===== config.mk =====
export PLATFORM = sky130hd
export DESIGN_NAME = sd_spi_arbiter
export DESIGN_NICKNAME = d
export VERILOG_FILES = /design/src/rtl/sd_spi_arbiter_pkg.sv /design/src/rtl/rr_arb2.sv /design/src/rtl/sd_spi_arbiter.sv
export SDC_FILE = /design/constraint.sdc
export NUM_CORES = 1
export LEC_CHECK = 0
export ABC_CLOCK_PERIOD_IN_PS = 5000
export BUFFER_PORTS_ARGS = -buffer_cell sky130_fd_sc_hd__buf_2
export CORE_MARGIN = 5
export CORE_UTILIZATION = 30
export CTS_CLUSTER_DIAMETER = 150
export CTS_CLUSTER_SIZE = 12
export DETAILED_ROUTE_END_ITERATION = 10
export GPL_TIMING_DRIVEN = 0
export PLACE_DENSITY_LB_ADDON = 0.12
export RECOVER_POWER = 50
export SETUP_SLACK_MARGIN = 0.15
export SYNTH_ARGS = -nofsm -noshare
export SYNTH_HDL_FRONTEND = slang
export SYNTH_SLANG_ARGS = --single-unit

===== constraint.sdc =====
create_clock -name clk -period 5 [get_ports clk]
set_input_delay 0.5 -clock clk [delete_from_list [all_inputs] [get_ports clk]]
set_output_delay 0.5 -clock clk [all_outputs]
set_load 0.01 [all_outputs]

===== src/rtl/sd_spi_arbiter_pkg.sv =====
// Shared types and constants for the two-port SD SPI host arbiter.
// Holds FSM state encoding, owner encoding and default watchdog limit.
package sd_spi_arbiter_pkg;

  typedef enum logic [1:0] {
    ST_IDLE  = 2'd0,
    ST_OWN   = 2'd1,
    ST_DRAIN = 2'd2
  } state_e;

  localparam logic [1:0] OWNER_NONE = 2'b00;
  localparam logic [1:0] OWNER_P0   = 2'b01;
  localparam logic [1:0] OWNER_P1   = 2'b10;

  localparam int TIMEOUT_DEFAULT = 1000000;

endpackage


===== src/rtl/rr_arb2.sv =====
// Two-way round-robin pick: eligible requests in, one-hot winner out.
// Ports: elig_i eligible mask, last_i last-served port, pick_o one-hot.
module rr_arb2
  import sd_spi_arbiter_pkg::*;
(
  input  logic [1:0] elig_i,
  input  logic       last_i,
  output logic [1:0] pick_o
);

  always_comb begin
    pick_o = OWNER_NONE;
    unique case (elig_i)
      2'b01:   pick_o = OWNER_P0;
      2'b10:   pick_o = OWNER_P1;
      // on a tie the port not served last wins
      2'b11:   pick_o = last_i ? OWNER_P0 : OWNER_P1;
      default: pick_o = OWNER_NONE;
    endcase
  end

endmodule


===== src/rtl/sd_spi_arbiter.sv =====
// Arbitrates one sdspihost between two requesters with a watchdog.
// Ports: reqN/gntN handshake, per-port command/status, spi_* to host.
module sd_spi_arbiter
  import sd_spi_arbiter_pkg::*;
#(
  parameter int TIMEOUT_CYCLES = TIMEOUT_DEFAULT,
  parameter int CNT_W          = 24
) (
  input  logic        clk,
  input  logic        rst_n,
  input  logic        req0,
  input  logic        req1,
  output logic        gnt0,
  output logic        gnt1,
  input  logic        r_block0,
  input  logic        r_multi_block0,
  input  logic        r_byte0,
  input  logic [31:0] block_addr0,
  input  logic        r_block1,
  input  logic        r_multi_block1,
  input  logic        r_byte1,
  input  logic [31:0] block_addr1,
  output logic        busy0,
  output logic        busy1,
  output logic        err0,
  output logic        err1,
  output logic        spi_r_block,
  output logic        spi_r_multi_block,
  output logic        spi_r_byte,
  output logic [31:0] spi_block_addr,
  input  logic        spi_busy,
  input  logic        spi_err,
  output logic [1:0]  owner,
  output logic        timeout
);

  localparam logic [CNT_W-1:0] TMAX =
    CNT_W'(TIMEOUT_CYCLES - 1);
  localparam logic [CNT_W-1:0] CMAX = '1;

  state_e           state_q, state_d;
  logic [1:0]       gnt_q, gnt_d;
  logic             last_q, last_d;
  logic [1:0]       lock_q, lock_d;
  logic [CNT_W-1:0] cnt_q, cnt_d;

  logic [1:0] req;
  logic [1:0] elig;
  logic [1:0] pick;
  logic [2:0] cmd;
  logic       own_req;
  logic       idle;
  logic       tmo;

  assign req  = {req1, req0};
  assign elig = req & ~lock_q;

  rr_arb2 u_rr (
    .elig_i (elig),
    .last_i (last_q),
    .pick_o (pick)
  );

  // gnt_q is zero outside OWN, so DRAIN and reset
  // force the host side to all zeros
  always_comb begin
    cmd            = 3'b000;
    spi_block_addr = '0;
    unique case (1'b1)
      gnt_q[0]: begin
        cmd = {r_block0, r_multi_block0, r_byte0};
        spi_block_addr = block_addr0;
      end
      gnt_q[1]: begin
        cmd = {r_block1, r_multi_block1, r_byte1};
        spi_block_addr = block_addr1;
      end
      default: ;
    endcase
  end

  assign {spi_r_block, spi_r_multi_block,
          spi_r_byte} = cmd;

  assign own_req = |(gnt_q & req);
  assign idle    = ~spi_busy & ~|cmd;
  assign tmo     = (state_q == ST_OWN) & own_req
                 & idle & (cnt_q == TMAX);

  assign gnt0    = gnt_q[0];
  assign gnt1    = gnt_q[1];
  assign owner   = gnt_q;
  assign timeout = tmo;
  assign busy0   = ~gnt_q[0] | spi_busy;
  assign busy1   = ~gnt_q[1] | spi_busy;
  assign err0    = gnt_q[0] & spi_err;
  assign err1    = gnt_q[1] & spi_err;

  always_comb begin
    state_d = state_q;
    gnt_d   = gnt_q;
    last_d  = last_q;
    cnt_d   = '0;
    // a lockout clears once its req is sampled low
    lock_d  = lock_q & req;
    unique case (state_q)
      ST_IDLE: begin
        if (|elig) begin
          gnt_d   = pick;
          state_d = ST_OWN;
        end
      end
      ST_OWN: begin
        if (!own_req || tmo) begin
          gnt_d   = OWNER_NONE;
          last_d  = gnt_q[1];
          state_d = ST_DRAIN;
          if (tmo) lock_d = lock_d | gnt_q;
        end else if (idle) begin
          cnt_d = (cnt_q == CMAX) ? cnt_q
                : cnt_q + CNT_W'(1);
        end
      end
      ST_DRAIN: begin
        if (!spi_busy) state_d = ST_IDLE;
      end
      default: state_d = ST_IDLE;
    endcase
  end

  always_ff @(posedge clk or negedge rst_n) begin
    if (!rst_n) begin
      state_q <= ST_IDLE;
      gnt_q   <= OWNER_NONE;
      last_q  <= 1'b1;
      lock_q  <= 2'b00;
      cnt_q   <= '0;
    end else begin
      state_q <= state_d;
      gnt_q   <= gnt_d;
      last_q  <= last_d;
      lock_q  <= lock_d;
      cnt_q   <= cnt_d;
    end
  end

endmodule


# Word-level counts from Yosys, hierarchy flattened
# Index checks and enable logic that the tools add are counted.
op_classes:
  n_addsub: 1
  n_eq_ne: 11
  muxes: 18
  bitwise_logic: 16
  n_reduce_logical: 11
ops:
  columns: ["op", "count"]
  rows:
  - ["$mux 24", 4]
  - ["$pmux 32 s2", 1]
  - ["$add 24x1->24 const B", 1]
  - ["$eq 24x20->1 const B", 1]
  - ["$eq 24x24->1 const B", 1]
  - ["$mux 2", 9]
  - ["$pmux 2 s3", 2]
  - ["$and 1x1->1", 6]
  - ["$and 2x2->2", 3]
  - ["$eq 2x2->1 const B", 3]
  - ["$pmux 3 s2", 1]
  - ["$reduce_and 3->1", 2]
  - ["$eq 2x1->1 const B", 2]
  - ["$ne 2x2->1 const B", 2]
  - ["$ne 4x4->1 const B", 1]
  - ["$pmux 2 s2", 1]
  - ["$reduce_or 2->1", 2]
  - ["$not 1->1", 3]
  - ["$reduce_or 3->1", 1]
  - ["$logic_not 1->1", 2]
  - ["$logic_not 2->1", 1]
  - ["$ne 2x1->1 const B", 1]
  - ["$not 2->2", 1]
  - ["$or 1x1->1", 2]
  - ["4 further kinds", 4]
word_totals:
  register_bits: 31
  input_bits: 76
  out_inout_bits: 44
  word_cells: 62

# Depth between registers and ports, before layout
logic_depth:
  ltp_word: 9
  mapped_depth: 7
  mapped_depth_nobuf: 6

# Modules after synthesis
# Synthesis repeated with hierarchy kept, for this count alone.
hier_totals:
  hier_cells: 236
  area_unflattened_um2: 2183.3
modules_own_cells:
  columns: ["module", "n_inst", "cells_each", "area_each_um2", "seq_area_each_um2"]
  rows:
  - ["sd_spi_arbiter", 1, 233, 2164.6, 777.0]
  - ["rr_arb2", 1, 3, 18.8, 0.0]

# Worst setup path after synthesis
# Ideal clock, no wire load.
synth_path:
  kind: "reg-to-output"
  start: "register gnt_q[1] (netlist: owner[1])"
  end: "output port timeout"
  arrival_time_ps: 1687
  required_time_ps: 4500
  slack_ps: 2813
  stages_incl_launch_ff: 5
  cell_sequence: "dfrtp_1 -> clkbuf_1 -> a22o_1 -> or4_4 -> nor3_4"
synth_between:
  elab_chain_cells: 6
  elab_cells_between_ends: 9
synth_rtl:
  columns: ["item", "line", "source"]
  rows:
  - ["start: declaration", "sd_spi_arbiter.sv:42", "logic [1:0] gnt_q, gnt_d;"]
  - ["start signal: assignment", "sd_spi_arbiter.sv:140", "gnt_q <= gnt_d;"]
  - ["$pmux 3 s2", "sd_spi_arbiter.sv:69", "unique case (1'b1)"]
  - ["via spi_r_byte", "sd_spi_arbiter.sv:29", "output logic spi_r_byte,"]
  - ["$reduce_or 3->1", "sd_spi_arbiter.sv:86", "assign idle = ~spi_busy & ~|cmd;"]
  - ["$logic_not 1->1", "sd_spi_arbiter.sv:86", null]
  - ["$and 1x1->1", "sd_spi_arbiter.sv:86", null]
  - ["$and 1x1->1 (2 in a row)", "sd_spi_arbiter.sv:88", "& idle & (cnt_q == TMAX);"]
  - ["end: declaration", "sd_spi_arbiter.sv:34", "output logic timeout"]
# The timed path passes the listed nets, and every way through them passes these cells.

# Final worst setup path
layout_path:
  start: "register cnt_q[0]"
  end: "register cnt_q[0]"
layout_between:
  elab_chain_cells: 5
  elab_cells_between_ends: 10
layout_rtl:
  columns: ["item", "line", "source"]
  rows:
  - ["start: declaration", "sd_spi_arbiter.sv:45", "logic [CNT_W-1:0] cnt_q, cnt_d;"]
  - ["start signal: assignment", "sd_spi_arbiter.sv:143", "cnt_q <= cnt_d;"]
  - ["$add 24x1->24 or $eq 24x20->1 (tied branches)", "sd_spi_arbiter.sv:121, sd_spi_arbiter.sv:88", null]
  - ["$mux 24 or $and 1x1->1 (tied branches)", "sd_spi_arbiter.sv:120, sd_spi_arbiter.sv:88", null]
  - ["$mux 24 or $logic_or 1x1->1 (tied branches)", "sd_spi_arbiter.sv:119, sd_spi_arbiter.sv:114", null]
  - ["$mux 24", "sd_spi_arbiter.sv:114", "if (!own_req || tmo) begin"]
  - ["$mux 24", "sd_spi_arbiter.sv:106", "unique case (state_q)"]
# Several ways; a longest one is shown, not always the timed one. The select of a mux whose other input is x is not followed.
# A chain may end at the register's enable or synchronous reset.

==> impl_results.rst <==
.. list-table::
   :header-rows: 1

   * - Metric
     - Value
   * - Status
     - finished with violations
   * - Violations in the final reports
     - max-capacitance violations, max-slew violations
   * - Clock tree from TritonCTS
     - built
   * - Root buffer selected by CTS
     - sky130_fd_sc_hd__clkbuf_8
   * - Path class of the lowest-slack min-delay path
     - in2reg
   * - Type of destination of the critical path
     - flop
   * - Effective utilization at floorplan
     - a little under a third
   * - Crit start category
     - flop
   * - Unrepaired setup endpoints after global routing
     - false
   * - Global-route wire length before repair
     - 11.9 mm
   * - Worst-skew pair later-pin latency
     - between 0.2 and 0.3 ns
   * - Die W
     - around 96 µm
   * - Setup slack at placement
     - ~2.6 ns
   * - Filler cell count in the final layout
     - 764
   * - Total power density per cell area
     - approximately 370 nW/µm²
   * - Worst Skew
     - roughly 0.0066 ns
   * - Core area
     - around 7300 µm²
   * - Routability Congestion
     - 0.874
   * - Cell types with the highest counts after synthesis
     - sky130_fd_sc_hd__a22o_1, sky130_fd_sc_hd__dfrtp_1, sky130_fd_sc_hd__nor2_1
   * - GRT overflow
     - 0
   * - Number of stages on the worst hold path
     - 3
   * - Cell count of the worst reg-to-reg path
     - 6
   * - Most used flip-flop cell after synthesis
     - sky130_fd_sc_hd__dfrtp_1
   * - Post-synthesis register bit count
     - 31
   * - Count of antenna diodes in the layout
     - 0
   * - Critical path required time
     - 5.17 ns
   * - Hold Path Origin
     - spi_busy
   * - Fraction of layout instances using a drive strength above 1
     - between 30% and 40%
   * - Cell with the largest stage delay on the worst path
     - sky130_fd_sc_hd__nor4_1
   * - Via density per instance
     - slightly above 5
   * - Overall power consumption
     - 1120 µW
   * - End point of the worst hold path
     - state_q[1]
   * - Number of antenna violations at the first check in global routing
     - 0
   * - Largest fanout of any net on the critical path
     - 9
   * - Num Clock Sinks
     - 31
   * - Fmax
     - just under 300 MHz
   * - CP startpoint
     - cnt_q[0]
   * - Crit path kind
     - reg2reg
   * - Worst Tran Pin Value
     - a little over 2 ns
   * - Area of the die
     - between 9000 and 10000 µm²
   * - Crit path cell chain
     - ha_1, nand3_1, nor4_1, nand2_2, xnor2_1, nor2_1
   * - Crit share post-route
     - approximately 67%
   * - P&R area growth vs syn
     - 35.2%
   * - Non-filler cells in the finished layout
     - roughly 470
   * - Longest Clk Path Bufs
     - 2
   * - Synthesized area per cell
     - just over 9 µm²
   * - CP peak stage delay
     - 1.67 ns
   * - Final number of setup-violating endpoints
     - 0
   * - Post-synth cell types
     - 57
   * - Average wire per cell in the routed design
     - between 15 and 20 µm
   * - Critical path data arrival time
     - around 3.5 ns
   * - Final nets
     - between 400 and 500
   * - Final core utilization
     - 41.5%
   * - Number of flops mapped to enable cells by yosys
     - 0
   * - Synthesized Nets
     - 320
   * - Cells after Synth
     - between 200 and 250
   * - Number of global-route vias before repair
     - approximately 2400
   * - Setup Fix Bufs, Post-CTS
     - 0
   * - Fraction of synthesized cell area taken by the top area cell type
     - approximately 34%
   * - Synth area leader
     - sky130_fd_sc_hd__dfrtp_1
   * - DR DRC count
     - 0
   * - Post-CTS sizing
     - 0
   * - IR drop worst, VDD
     - approximately 0.18 mV
   * - Biggest area contributors in the synthesized netlist
     - sky130_fd_sc_hd__dfrtp_1, sky130_fd_sc_hd__a22o_1, sky130_fd_sc_hd__nor2_1
   * - Synth async-reset ratio
     - 100%
   * - Max-Cap Viols
     - 3
   * - Pins Over Slew Limit
     - 53
   * - Maximum number of pins on one net before global-route repair
     - 32
   * - HPWL after detailed placement
     - between 5 and 6 mm
   * - Reg-to-Reg Start
     - cnt_q[0]
   * - Total number of vias
     - ~2400
   * - Post-placement cell count
     - 461
   * - Floorplan row count
     - 31
   * - First-pass iteration count of the detailed router
     - 4
   * - Final sum of negative setup slack
     - 0 ns
   * - Deepest level of the CTS H-tree
     - 2
   * - Max-Slew Margin vs Limit
     - -37.6%
   * - Boundary Pins
     - 120
   * - Total detailed-routing wirelength
     - 7.59 mm
   * - Post-CTS clock slew at the launch and capture registers of the worst setup and hold paths
     - about 0.070 ns
   * - Endpoint of the worst register-to-register path
     - cnt_q[0]
   * - Hold Violations, Final
     - 0
   * - Reported leakage power
     - approximately 0.0013 µW
   * - Number of I/O port buffers
     - roughly 120
   * - Worst-case setup margin in the final layout
     - ~1.6 ns
   * - Sequential element share of the synthesized area
     - between 30% and 40%
   * - Most frequent cell after synthesis
     - sky130_fd_sc_hd__a22o_1
   * - Clock period minus worst slack
     - about 3.4 ns
   * - R2r setup slk
     - about 1.6 ns
   * - Post-CTS Hold Fix Bufs
     - 0
   * - Die span in y
     - about 96 µm
   * - DRC violation total after the first TritonRoute iteration
     - 90
   * - CTS buffer count
     - 5
   * - Global routing usage summed across all routing layers
     - 16.5%
   * - Detail Route Antenna Nets
     - 0
   * - Mapped cell area
     - between 2000 and 2500 µm²
   * - Ys Warns
     - 0
## final cells by class
| type | count | area (µm²) | share of cell area [%] |
|---|---|---|---|
| clock inverters | 2 | 35.0 | 1.16 |
| repair buffers | 119 | 581 | 19.3 |
| clock buffers | 6 | 82.6 | 2.75 |
| flip-flops and latches | 31 | 777 | 25.8 |
| plain buffers | 19 | 95.1 | 3.16 |
| inverters | 5 | 18.8 | 0.624 |
| multi-input cells | 188 | 1290 | 43.1 |
| well taps | 99 | 124 | 4.12 |
## metrics by stage
step	area, µm²	hold slack (ns)
finish	3010	0.500
global route	3010	0.497
CTS	3060	0.303
detailed placement	2940	0.523
global placement	2940	0.501
floorplan	2220	0.204
## layer usage
metal,GRT usage (%),up-vias,wire (µm)
met5,0,-,0
met4,4.98,0,113
met3,5.08,13,511
met2,26.4,98,3780
met1,21.4,1117,3180
li1,-,1175,-
## worst max path at each step
stage                          to  slack [ns]
2_1_floorplan             timeout        2.81
3_3_place_gp              timeout        2.58
3_5_place_dp              timeout        2.59
4_1_cts        spi_block_addr[29]        2.28
5_1_grt                  cnt_q[2]        1.40
6_report                 cnt_q[0]        1.64
## report_power, final
part | internal [µW] | switching, µW
clock network | 161 | 93.9
registers | 274 | 20.9
logic | 248 | 320
total | 683 | 435
## layout by cell type, fill, tap and decap left out, types with 2 or more instances in the layout
cell type | synthesis | layout
sky130_fd_sc_hd__a21oi_1 | 8 | 8
sky130_fd_sc_hd__a22o_1 | 37 | 37
sky130_fd_sc_hd__and2_1 | 2 | 2
sky130_fd_sc_hd__and3_1 | 5 | 5
sky130_fd_sc_hd__and4_1 | 3 | 3
sky130_fd_sc_hd__buf_2 | 4 | 111
sky130_fd_sc_hd__buf_4 | 3 | 2
sky130_fd_sc_hd__clkbuf_1 | 10 | 22
sky130_fd_sc_hd__clkbuf_8 | 0 | 6
sky130_fd_sc_hd__dfrtp_1 | 30 | 30
sky130_fd_sc_hd__inv_1 | 5 | 5
sky130_fd_sc_hd__mux2i_1 | 3 | 3
sky130_fd_sc_hd__nand2_1 | 11 | 11
sky130_fd_sc_hd__nand2b_1 | 3 | 3
sky130_fd_sc_hd__nand3_1 | 12 | 12
sky130_fd_sc_hd__nand4_1 | 7 | 8
sky130_fd_sc_hd__nor2_1 | 26 | 26
sky130_fd_sc_hd__nor3_1 | 9 | 10
sky130_fd_sc_hd__nor4_1 | 1 | 3
sky130_fd_sc_hd__nor4b_1 | 2 | 2
sky130_fd_sc_hd__o2111ai_1 | 2 | 2
sky130_fd_sc_hd__o211ai_1 | 4 | 4
sky130_fd_sc_hd__o21ai_0 | 3 | 4
sky130_fd_sc_hd__o21ai_1 | 3 | 2
sky130_fd_sc_hd__or4_4 | 2 | 2
sky130_fd_sc_hd__xnor2_1 | 10 | 10
sky130_fd_sc_hd__xor2_1 | 6 | 6
## sequential cells by signal, summed over array words and instances (netlist names)
signal,flops
lock_q,2
cnt_q,24
owner,2
last_q,1
state_q,2
## kinds of logic after synthesis
kind of cell	Yosys count	share of synthesized area (%)
AO/OA/AOI/OAI	68	24.1
XOR/XNOR	16	6.30
adder cells (fa/ha/maj)	1	0.562
buffers and inverters	24	5.12
flip-flops	31	34.9
multiplexers	3	1.35
AND/OR/NAND/NOR	100	27.7
## critical path, delay by kind of cell (launching register included)
family        cells  cell delay [ns]
fa+ha+maj         1             0.23
flops             1             0.42
simple gates      4             2.32
xor+xnor          1             0.27
Note: power is estimated with default switching activity, not from simulation.
